## src/rtl/eth_pkg.sv

```systemverilog
// Shared Ethernet constants, framing state type and small helpers for the GMII
// transmit path (and the future receive checker).
package eth_pkg;

  localparam logic [7:0]  PREAMBLE_BYTE = 8'h55;
  localparam logic [7:0]  SFD_BYTE      = 8'hD5;
  localparam int unsigned MIN_PAYLOAD   = 46;
  localparam int unsigned PREAMBLE_LEN  = 7;
  localparam int unsigned HEADER_LEN    = 14;
  localparam int unsigned FCS_LEN       = 4;

  localparam logic [31:0] CRC_INIT      = 32'hFFFF_FFFF;
  // Residue in MSB-first (non-reflected) form; an LSB-first register holds its bit reverse.
  localparam logic [31:0] CRC_RESIDUE   = 32'hC704_DD7B;
  // 0x04C11DB7 bit-reversed, for the LSB-first shift used on the wire.
  localparam logic [31:0] CRC_POLY_REFL = 32'hEDB8_8320;

  typedef enum logic [2:0] {
    StIdle,
    StPreamble,
    StSfd,
    StHeader,
    StPayload,
    StPad,
    StFcs,
    StIfg
  } tx_state_e;

  // Zero bytes needed to lift a short payload to the 46-byte minimum.
  function automatic int unsigned pad_len(input int unsigned payload_len);
    return (payload_len < MIN_PAYLOAD) ? (MIN_PAYLOAD - payload_len) : 0;
  endfunction

endpackage

```

## src/rtl/eth_gmii_frame_gen_if.sv

```systemverilog
// Control/status and GMII transmit bundle of the frame generator.
// master: control logic side; slave: the generator itself.
interface eth_gmii_frame_gen_if;

  logic        start;
  logic        continuous;
  logic        busy;
  logic        gmii_tx_en;
  logic [7:0]  gmii_txd;
  logic [15:0] frames_sent;

  modport master (
    output start,
    output continuous,
    input  busy,
    input  gmii_tx_en,
    input  gmii_txd,
    input  frames_sent
  );

  modport slave (
    input  start,
    input  continuous,
    output busy,
    output gmii_tx_en,
    output gmii_txd,
    output frames_sent
  );

endinterface

```

## src/rtl/crc32_d8.sv

```systemverilog
// Combinational CRC-32 (802.3) advance by one byte. The register is kept in
// LSB-first form, data bit 0 is consumed first, matching GMII bit order.
module crc32_d8
  import eth_pkg::*;
(
  input  logic [31:0] i_crc,
  input  logic [7:0]  i_data,
  output logic [31:0] o_next
);

  logic [31:0] w_acc;

  // Eight serial shift steps unrolled into one cycle.
  always_comb begin
    w_acc = i_crc;
    for (int i = 0; i < 8; i++) begin
      if (w_acc[0] ^ i_data[i]) begin
        w_acc = (w_acc >> 1) ^ CRC_POLY_REFL;
      end else begin
        w_acc = w_acc >> 1;
      end
    end
  end

  assign o_next = w_acc;

endmodule

```

## src/rtl/eth_gmii_frame_gen.sv

```systemverilog
// GMII Ethernet frame generator: preamble, SFD, MAC header, sequence-numbered
// payload, zero pad, CRC-32 FCS and inter-frame gap, single-shot or continuous.
// r_state/r_cnt describe the byte currently on gmii_txd; outputs are registered
// from the next-state decode so the first preamble byte follows start by one cycle.
module eth_gmii_frame_gen
  import eth_pkg::*;
#(
  parameter logic [47:0] DST_MAC     = 48'hFFFF_FFFF_FFFF,
  parameter logic [47:0] SRC_MAC     = 48'h0012_3456_789A,
  parameter logic [15:0] ETHERTYPE   = 16'h88B5,
  parameter int unsigned PAYLOAD_LEN = 46,
  parameter int unsigned IFG_CYCLES  = 12
) (
  input  logic          clock,
  input  logic          reset_n,
  eth_gmii_frame_gen_if.slave bus
);

  localparam int unsigned PAD_LEN       = pad_len(PAYLOAD_LEN);
  localparam logic [10:0] PREAMBLE_LAST = 11'(PREAMBLE_LEN - 1);
  localparam logic [10:0] HEADER_LAST   = 11'(HEADER_LEN - 1);
  localparam logic [10:0] PAYLOAD_LAST  = 11'(PAYLOAD_LEN - 1);
  localparam logic [10:0] PAD_LAST      = 11'(PAD_LEN - 1);
  localparam logic [10:0] FCS_LAST      = 11'(FCS_LEN - 1);
  localparam logic [10:0] IFG_LAST      = 11'(IFG_CYCLES - 1);
  localparam logic [111:0] HEADER       = {DST_MAC, SRC_MAC, ETHERTYPE};

  tx_state_e   r_state;
  tx_state_e   w_state_d;
  logic [10:0] r_cnt;
  logic [10:0] w_cnt_d;
  logic [31:0] r_crc;
  logic [31:0] w_crc_next;
  logic [31:0] w_crc_fcs;
  logic        w_in_data;
  logic        r_tx_en;
  logic        w_tx_en_d;
  logic [7:0]  r_txd;
  logic [7:0]  w_txd_d;
  logic        r_busy;
  logic [15:0] r_frames;
  logic [15:0] w_frames_d;
  logic [6:0]  w_hdr_lo;
  logic [4:0]  w_fcs_lo;

  // The byte on the wire is covered by the CRC while in header/payload/pad.
  assign w_in_data = (r_state == StHeader) || (r_state == StPayload) || (r_state == StPad);

  crc32_d8 u_crc32_d8 (
    .i_crc  (r_crc),
    .i_data (r_txd),
    .o_next (w_crc_next)
  );

  // On entry to FCS the last data byte is still being folded in, so use the
  // advanced value; during FCS the register is frozen at the final CRC.
  assign w_crc_fcs = w_in_data ? w_crc_next : r_crc;

  // Next-state decode; every state entry restarts the byte counter.
  always_comb begin
    w_state_d = r_state;
    unique case (r_state)
      StIdle: begin
        if (bus.start || bus.continuous) w_state_d = StPreamble;
      end
      StPreamble: begin
        if (r_cnt == PREAMBLE_LAST) w_state_d = StSfd;
      end
      StSfd: begin
        w_state_d = StHeader;
      end
      StHeader: begin
        if (r_cnt == HEADER_LAST) w_state_d = StPayload;
      end
      StPayload: begin
        if (r_cnt == PAYLOAD_LAST) w_state_d = (PAD_LEN != 0) ? StPad : StFcs;
      end
      StPad: begin
        if (r_cnt == PAD_LAST) w_state_d = StFcs;
      end
      StFcs: begin
        if (r_cnt == FCS_LAST) w_state_d = StIfg;
      end
      StIfg: begin
        if (r_cnt == IFG_LAST) w_state_d = bus.continuous ? StPreamble : StIdle;
      end
      default: begin
        w_state_d = StIdle;
      end
    endcase

    // No state loops back to itself, so a change of state means a fresh entry.
    w_cnt_d = ((w_state_d == r_state) && (r_state != StIdle)) ? (r_cnt + 11'd1) : 11'd0;
  end

  // Frame counter advances on the last FCS byte.
  always_comb begin
    w_frames_d = r_frames;
    if ((r_state == StFcs) && (r_cnt == FCS_LAST)) w_frames_d = r_frames + 16'd1;
  end

  // Byte to present next cycle, decoded from the next state and counter.
  always_comb begin
    w_tx_en_d = 1'b0;
    w_txd_d   = 8'h00;
    w_hdr_lo  = 7'd104 - {w_cnt_d[3:0], 3'b000};
    w_fcs_lo  = {w_cnt_d[1:0], 3'b000};
    unique case (w_state_d)
      StPreamble: begin
        w_tx_en_d = 1'b1;
        w_txd_d   = PREAMBLE_BYTE;
      end
      StSfd: begin
        w_tx_en_d = 1'b1;
        w_txd_d   = SFD_BYTE;
      end
      StHeader: begin
        w_tx_en_d = 1'b1;
        w_txd_d   = HEADER[w_hdr_lo +: 8];
      end
      StPayload: begin
        w_tx_en_d = 1'b1;
        if (w_cnt_d == 11'd0) begin
          w_txd_d = r_frames[15:8];
        end else if (w_cnt_d == 11'd1) begin
          w_txd_d = r_frames[7:0];
        end else begin
          w_txd_d = w_cnt_d[7:0];
        end
      end
      StPad: begin
        w_tx_en_d = 1'b1;
      end
      StFcs: begin
        // LSB-first register: its low byte is the first FCS byte on the wire.
        w_tx_en_d = 1'b1;
        w_txd_d   = ~w_crc_fcs[w_fcs_lo +: 8];
      end
      default: begin
      end
    endcase
  end

  // State, counter and frame count registers.
  always_ff @(posedge clock or negedge reset_n) begin
    if (!reset_n) begin
      r_state  <= StIdle;
      r_cnt    <= 11'd0;
      r_frames <= 16'd0;
    end else begin
      r_state  <= w_state_d;
      r_cnt    <= w_cnt_d;
      r_frames <= w_frames_d;
    end
  end

  // CRC accumulates data bytes, holds through FCS, and is re-seeded otherwise.
  always_ff @(posedge clock or negedge reset_n) begin
    if (!reset_n) begin
      r_crc <= CRC_INIT;
    end else if (w_in_data) begin
      r_crc <= w_crc_next;
    end else if (r_state != StFcs) begin
      r_crc <= CRC_INIT;
    end
  end

  // Registered GMII outputs and busy flag.
  always_ff @(posedge clock or negedge reset_n) begin
    if (!reset_n) begin
      r_tx_en <= 1'b0;
      r_txd   <= 8'h00;
      r_busy  <= 1'b0;
    end else begin
      r_tx_en <= w_tx_en_d;
      r_txd   <= w_txd_d;
      r_busy  <= (w_state_d != StIdle);
    end
  end

  assign bus.busy        = r_busy;
  assign bus.gmii_tx_en  = r_tx_en;
  assign bus.gmii_txd    = r_txd;
  assign bus.frames_sent = r_frames;

endmodule

```

## src/flat_wrapper.sv

```systemverilog
// flat-port wrapper written by rule: the top's interface ports become plain ports
module eth_gmii_frame_gen_flat import eth_pkg::*;
#(
  parameter logic [47:0] DST_MAC     = 48'hFFFF_FFFF_FFFF,
  parameter logic [47:0] SRC_MAC     = 48'h0012_3456_789A,
  parameter logic [15:0] ETHERTYPE   = 16'h88B5,
  parameter int unsigned PAYLOAD_LEN = 46,
  parameter int unsigned IFG_CYCLES  = 12
)
  (clock, reset_n, bus_start, bus_continuous, bus_busy, bus_gmii_tx_en, bus_gmii_txd, bus_frames_sent);
  eth_gmii_frame_gen_if bus_i ();
  input  logic clock;
  input  logic reset_n;
  input wire logic [$bits(bus_i.start)-1:0] bus_start;
  input wire logic [$bits(bus_i.continuous)-1:0] bus_continuous;
  output wire logic [$bits(bus_i.busy)-1:0] bus_busy;
  output wire logic [$bits(bus_i.gmii_tx_en)-1:0] bus_gmii_tx_en;
  output wire logic [$bits(bus_i.gmii_txd)-1:0] bus_gmii_txd;
  output wire logic [$bits(bus_i.frames_sent)-1:0] bus_frames_sent;
  assign bus_i.start = bus_start;
  assign bus_i.continuous = bus_continuous;
  assign bus_busy = bus_i.busy;
  assign bus_gmii_tx_en = bus_i.gmii_tx_en;
  assign bus_gmii_txd = bus_i.gmii_txd;
  assign bus_frames_sent = bus_i.frames_sent;
  eth_gmii_frame_gen #(.DST_MAC(DST_MAC), .SRC_MAC(SRC_MAC), .ETHERTYPE(ETHERTYPE), .PAYLOAD_LEN(PAYLOAD_LEN), .IFG_CYCLES(IFG_CYCLES)) u_core (.clock(clock), .reset_n(reset_n), .bus(bus_i));
endmodule
```

## config.mk

```make
export PLATFORM = sky130hd
export DESIGN_NAME = eth_gmii_frame_gen_flat
export DESIGN_NICKNAME = d
export VERILOG_FILES = /design/src/rtl/eth_pkg.sv /design/src/rtl/eth_gmii_frame_gen_if.sv /design/src/rtl/crc32_d8.sv /design/src/rtl/eth_gmii_frame_gen.sv /design/src/flat_wrapper.sv
export SDC_FILE = /design/constraint.sdc
export NUM_CORES = 1
export LEC_CHECK = 0
export BUFFER_PORTS_ARGS = -buffer_cell sky130_fd_sc_hd__buf_2
export CORE_MARGIN = 2
export CORE_UTILIZATION = 34
export DETAILED_ROUTE_END_ITERATION = 10
export PLACE_DENSITY = 0.54
export SLEW_MARGIN = 20
export SYNTH_ARGS = -nofsm -noshare
export SYNTH_HDL_FRONTEND = slang
export SYNTH_SLANG_ARGS = --single-unit
```

## constraint.sdc

```tcl
create_clock -name clock -period 3.7 [get_ports clock]
set_clock_uncertainty 0.05 [all_clocks]
set_input_delay 0.555 -clock clock [delete_from_list [all_inputs] [get_ports clock]]
set_output_delay 0.555 -clock clock [all_outputs]
set_load 0.03 [all_outputs]
```

==> results of run 1 <==
-- cell type report --
type	instances	share of cell area [%]
multi-input combinational	441	55.4
sequential	72	29.9
tap	216	4.39
timing repair buffer	43	4.10
clock buffer	10	3.88
clock inverter	6	1.73
inverter	10	0.609
-- cells in the mapped netlist (all sizes together), types with 9 or more instances --
library cell | count | area, µm²
xnor3 | 9 | 203
dfrtp | 40 | 1000
dfstp | 32 | 841
nand4 | 9 | 56.3
nor2 | 57 | 230
buf | 15 | 98.8
o21a | 16 | 121
o211ai | 15 | 133
xor2 | 21 | 199
nand2 | 55 | 224
a21oi | 42 | 214
xnor2 | 56 | 701
o21ai | 28 | 144
clkbuf | 14 | 82.6
nand3 | 20 | 115
-- power by group through the flow --
stage / clock, µW / combinational, µW / sequential (µW)
floorplan: 0 / 3710 / 1300
global placement: 0 / 4750 / 1290
detailed placement: 0 / 4770 / 1300
CTS: 1050 / 4800 / 1290
global route: 1090 / 5190 / 1320
finish: 1030 / 4800 / 1290
-- worst min path at each step --
stage / slack (ns) / start / endpoint
4_1_cts: 0.35 / reset_n / u_core.bus.frames_sent[10]$_DFFE_PN0P_
3_3_place_gp: 0.44 / u_core.bus.frames_sent[15]$_DFFE_PN0P_ / u_core.bus.frames_sent[15]$_DFFE_PN0P_
2_1_floorplan: 0.21 / reset_n / u_core.bus.busy$_DFF_PN0_
5_1_grt: 0.38 / reset_n / u_core.bus.frames_sent[1]$_DFFE_PN0P_
3_5_place_dp: 0.44 / u_core.bus.frames_sent[15]$_DFFE_PN0P_ / u_core.bus.frames_sent[15]$_DFFE_PN0P_
6_report: 0.31 / reset_n / u_core.bus.frames_sent[0]$_DFFE_PN0P_
-- flip-flops by register name (all words and copies together) (netlist names) --
signal and count:
u_core.bus.gmii_txd 8, u_core.r_cnt 11, u_core.bus.frames_sent 16, u_core.bus.gmii_tx_en 1, u_core.r_crc 32, u_core.r_state 3
u_core.bus.busy 1
-- routing by layer --
| layer | routed length [µm] | vias to the layer above | track usage (%) |
|---|---|---|---|
| met1 | 7210 | 2090 | 27.3 |
| met5 | 0 | - | 0 |
| li1 | - | 2045 | - |
| met3 | 538 | 18 | 2.08 |
| met2 | 6480 | 101 | 27.2 |
| met4 | 266 | 0 | 6.32 |
-- worst max-delay path, stage by stage, from the launching register on --
cell and delay, ns:
dfrtp_1 0.46, ha_1 0.33, nand3_2 0.21, nor3_4 0.32, a221oi_2 0.12, o21ai_2 0.28, nand2_1 0.15, buf_4 0.20
nor2_1 0.17, ha_1 0.27, buf_4 0.17, nor2_1 0.11, a22oi_1 0.07, o21ai_0 0.24, o211ai_2 0.12
-- cell families after synthesis --
group | after synthesis
and+or+nand+nor | 190
AOI/OAI and AO/OA | 144
xor gates and xnor gates | 88
DFF | 72
buffers and inverters | 40
muxes | 10
adders and majority gates | 9
-- per-stage QoR --
stage	utilization, %	total power [µW]	instances	area, µm²	setup slack [ns]
global placement	36.7	6050	782	5810	0.384
detailed placement	36.7	6070	782	5810	0.187
floorplan	-	5010	553	5490	0.213
global route	38.9	7600	798	6160	-0.00518
CTS	38.9	7140	798	6150	0.179
finish	38.9	7120	798	6160	0.308
==> metrics.txt, run 1 <==
status finished clean; final hold violations 0; Die H 131 µm; overall die width 131 µm; adder-cell share of the synthesized area 2.01%; Ant. Diodes 0; startpoint types flop; Distinct cells, synth 96; Post-CTS Hold Fix Bufs 0; commonest non-fill, non-tap cell in the layout nor2_1; Final Max Slew Viols 0; kind of critical path reg2reg; worst hold margin 0.307 ns; final-layout fill cell count 1575; wire length per cell 18.2 µm; Worst-path clk slew ~0.060 ns; DRC 0; Synth Net Count around 570; mapped cell area approximately 5500 µm²; antenna violations before repair 0; Comb pwr share 67.4%; CTS root buf clkbuf_16; Starting Density approximately a third; mux cell area share after synthesis around 2.2%; # IOs 30; sw power ~3300 µW; Worst setup endpoint u_core.bus.gmii_txd[4]$_DFF_PN0_; share of post-route cells with drive strength above 1 25.9%; worst-skew pair later-pin latency 0.34 ns; ys flop type dfrtp_1; Cell Int Power about 3900 µW; Arr. time, crit path 3.56 ns; CP max FO 11; most frequent cells in the layout nor2_1, nand2_1, xnor2_1; clk buf depth 2; Seq. cell area 1840 µm²; Reg power frac 18.1%; Final nets between 500 and 600; Setup TNS 0 ns; total gr overflow 0; Post-synth EDFFs 0; main combinational cell family by area after synthesis XOR/XNOR gates; P&R area growth vs syn 12.3%; Post-CTS Setup Bufs 0; DP Wirelength about 10 mm; power per standard cell area 1160 nW/µm²; R2R Setup Slk 0.31 ns; TritonCTS Buffers 9; Hold Crit Class in2async; I/O Buffers 29; drt first pass iters 5; Max Freq 295 MHz; via density per instance 5.33; initial DRC count 283; largest net degree at the start of global routing 73; # setup viols final 0; core footprint 15800 µm²; TritonCTS clock tree done; die area 17200 µm²; Worst setup EP type flop; final WL approximately 14 mm; period utilisation layout between 90% and 100%; Critical path origin u_core.r_cnt[0]$_DFF_PN0_; antenna-violating nets left 0; total track usage 18.2%; Compound-Gate Fraction of Synth Area 18.2%; slew of the pin with the lowest slew margin 0.940 ns; capture point of the worst reg-to-reg path u_core.bus.gmii_txd[4]$_DFF_PN0_; row count 46; clk sinks 72; Mean Syn Cell Area 9.92 µm²; r2r startpoint u_core.r_cnt[0]$_DFF_PN0_; ys async rst share 100%; XOR/XNOR Fraction of Synth Area a little over a fifth; data required time at the worst endpoint 3.87 ns; DR vias 4254; Max-Cap Viols 0; Yosys warning count 0; Simple-Gate Fraction of Synth Area around 18%; H-tree Lvls 3; post_cts resized 0; clock power share 14.5%; flip-flop and latch count after synthesis 72; Seq/Total Area, Yosys between 30% and 40%; worst-case reg-to-reg path depth 14; multi-input gate area in the final layout between 3000 and 4000 µm²; first-pass GRT wire length 23.7 mm; vias in the first global route 4223; Cells after Synth 553; Slew HR 37.3%; post-route minimum period 3.39 ns; VDD IR-drop max ~0.51 mV; Static Leakage 0.00255 µW; Sw Ratio approximately 46%; GP Congestion 0.865
Power figures use the tool's default switching activity.
==> run 2, diff against run 1 <==
--- a/config.mk
+++ b/config.mk
@@ -9,7 +9,6 @@
 export CORE_MARGIN = 2
 export CORE_UTILIZATION = 34
 export DETAILED_ROUTE_END_ITERATION = 10
-export PLACE_DENSITY = 0.54
 export SLEW_MARGIN = 20
 export SYNTH_ARGS = -nofsm -noshare
 export SYNTH_HDL_FRONTEND = slang
==> constraint.sdc (replaced) <==
create_clock -name clock -period 3.3 [get_ports clock]
set_clock_uncertainty 0.05 [all_clocks]
set_input_delay 0.495 -clock clock [delete_from_list [all_inputs] [get_ports clock]]
set_output_delay 0.495 -clock clock [all_outputs]
set_load 0.03 [all_outputs]
==> metrics.txt, run 2 (same netlist as run 1, synthesis figures left out) <==
largest stage delay on the critical path 0.42 ns (-0.04 ns); Final nets 598 (+1.5%); largest reg by FF count u_core.r_crc; Setup Slack @ Placement 0.0685 ns (-0.118 ns); Setup TNS 0 ns (unchanged); Reg power frac 18.3% (+0.2 points); CP max FO 8 (-3); Post-CTS Setup Bufs 0 (unchanged); Worst-path clk slew 0.06 ns (about the same); core footprint 15800 µm² (unchanged); total track usage 18.0% (-0.23 points); Worst Path Buf+Inv 2 (unchanged); overall die width 131 µm (unchanged); Final Max Slew Viols 0 (unchanged); Post-DP Area 5880 µm² (+1.3%); Die H 131 µm (unchanged); r2r startpoint u_core.r_cnt[0]$_DFF_PN0_; power per standard cell area 1270 nW/µm² (+10%); total gr overflow 0 (unchanged); H-tree Lvls 3 (unchanged); first-pass GRT wire length 23.6 mm (-0.15%); max reg flops 32 (unchanged); CP dominant cell by count nand4_1; Static Leakage 0.00257 µW (+0.91%); DR vias 4383 (+3.0%); RSZ-0062 raised after global routing false; drt first pass iters 5 (unchanged); Max-Cap Viols 0 (unchanged); row count 46 (unchanged); data required time at the worst endpoint 3.52 ns (-0.35 ns); share of post-route cells with drive strength above 1 27.4% (+1.5 points); Sw Ratio 46.3% (+0.53 points); Arr. time, crit path 3.25 ns (-0.31 ns); TritonCTS Buffers 9 (unchanged); clock power share 12.5% (-2.0 points); Top delay family on crit path simple AND/OR/NAND/NOR gates; post_cts resized 0 (unchanged); # IOs 30 (unchanged); most frequent cells in the layout nor2_1, nand2_1, xnor2_1; slew of the pin with the lowest slew margin 0.907 ns (-0.0333 ns); final hold violations 0 (unchanged); DRC 0 (unchanged); TritonCTS clock tree done; Max Freq 330 MHz (+12%); Seq. cell area 1840 µm² (about the same); Cell Int Power 4230 µW (+9.7%); Worst setup EP type flop; VDD IR-drop max 0.526 mV (+2.3%); CTS root buf clkbuf_16; clk buf depth 2 (unchanged); kind of critical path reg2reg; Post-CTS Hold Fix Bufs 0 (unchanged); vias in the first global route 4291 (+1.6%); Slew HR 39.5% (+2.2 points); worst-skew pair later-pin latency 0.35 ns (about the same); R2R Setup Slk 0.27 ns (-0.04 ns); worst-case reg-to-reg path depth 14 (unchanged); final WL 14.4 mm (-0.66%); sw power 3650 µW (+12%); Ant. Diodes 0 (unchanged); # setup viols final 0 (unchanged); antenna violations before repair 0 (unchanged); wire length per cell 17.8 µm (-1.8%); P&R area growth vs syn 13.1%; period utilisation layout 91.8% (about the same); Slowest cell on crit path dfrtp_2; post-route minimum period 3.03 ns (-0.365 ns); die area 17200 µm² (unchanged); PnR worst setup slack 0.272 ns (-0.0355 ns); Comb pwr share 69.3% (+1.9 points); via density per instance 5.43 (+1.9%); dpl cells 791 (+1.2%); initial DRC count 419 (+48%); clk sinks 72 (unchanged); largest net degree at the start of global routing 38 (-48%); startpoint types flop; DP Wirelength 10.5 mm (+0.50%); multi-input gate area in the final layout 3430 µm² (+0.62%); Hold Crit Class in2async; GP Congestion 0.945 (+9.3%); commonest non-fill, non-tap cell in the layout nor2_1; Layout Cells excl Fill 807 (+1.1%); capture point of the worst reg-to-reg path u_core.bus.gmii_txd[2]$_DFF_PN0_; Post-Layout Inst Area 6210 µm² (+0.73%); Starting Density 34.7% (unchanged); I/O Buffers 29 (unchanged); final-layout fill cell count 1543 (-2.0%); status finished clean; crit-path cells clkinv_1 > ha_1 > and3b_2 > nand4_1 > nand4bb_1 > a21oi_4 > nand2_2 > buf_4 > nor2_1 > ha_2 > nand2_1 > maj3_1 > o21a_2 > nand4_1; antenna-violating nets left 0 (unchanged)
==> run 2: worst max-delay path by stage <==
stage / start / end / slack [ns] / cells past startpoint
6_report: u_core.r_cnt[0]$_DFF_PN0_ / u_core.bus.gmii_txd[2]$_DFF_PN0_ / 0.27 / 14
3_3_place_gp: u_core.r_cnt[0]$_DFF_PN0_ / u_core.bus.gmii_txd[2]$_DFF_PN0_ / 0.20 / 11
2_1_floorplan: u_core.r_cnt[0]$_DFF_PN0_ / u_core.bus.gmii_txd[2]$_DFF_PN0_ / 0.05 / 17
5_1_grt: u_core.r_cnt[1]$_DFF_PN0_ / u_core.bus.gmii_txd[2]$_DFF_PN0_ / 0.006 / 13
3_5_place_dp: u_core.r_cnt[0]$_DFF_PN0_ / u_core.bus.gmii_txd[4]$_DFF_PN0_ / 0.07 / 14
4_1_cts: u_core.r_cnt[0]$_DFF_PN0_ / u_core.bus.gmii_txd[4]$_DFF_PN0_ / 0.05 / 14
==> run 2: area by class of cell <==
type | count | share of cell area, %
inverters | 10 | 0.605
repair buffers | 52 | 5.32
well taps | 216 | 4.35
flip-flops and latches | 72 | 29.7
multi-input cells | 441 | 55.3
clock inverters | 4 | 0.706
clock buffers | 12 | 3.97
==> run 2: worst register-to-register path: cells and delay by family, from the launching register on <==
family | cells | cell delay, ns
and+or+nand+nor | 7 | 0.93
adders and majority gates | 3 | 0.82
AOI/OAI and AO/OA | 2 | 0.46
DFF | 1 | 0.42
buffers and inverters | 2 | 0.28
==> run 2: per-stage QoR <==
stage | power, µW | hold slack (ns) | util [%]
after floorplan | 5630 | 0.149 | -
after global placement | 6770 | 0.439 | 37.2
after detailed placement | 6800 | 0.457 | 37.2
after CTS | 7820 | 0.257 | 39.0
after global routing | 8430 | 0.295 | 39.2
final | 7890 | 0.230 | 39.2
==> run 2: metal layers <==
| layer | global-route usage (%) | part of all wire (%) |
|---|---|---|
| met4 | 7.76 | 2.7 |
| met1 | 25.8 | 47 |
| met5 | 0 | 0 |
| met2 | 27.0 | 45 |
| met3 | 2.65 | 5.9 |
==> run 2: power by group through the flow <==
stage / clock (µW) / sequential, µW / combinational [µW]
2_1_floorplan: 0 / 1460 / 4170
3_3_place_gp: 0 / 1450 / 5320
3_5_place_dp: 0 / 1450 / 5350
4_1_cts: 998 / 1440 / 5380
5_1_grt: 1040 / 1480 / 5920
6_report: 982 / 1440 / 5460
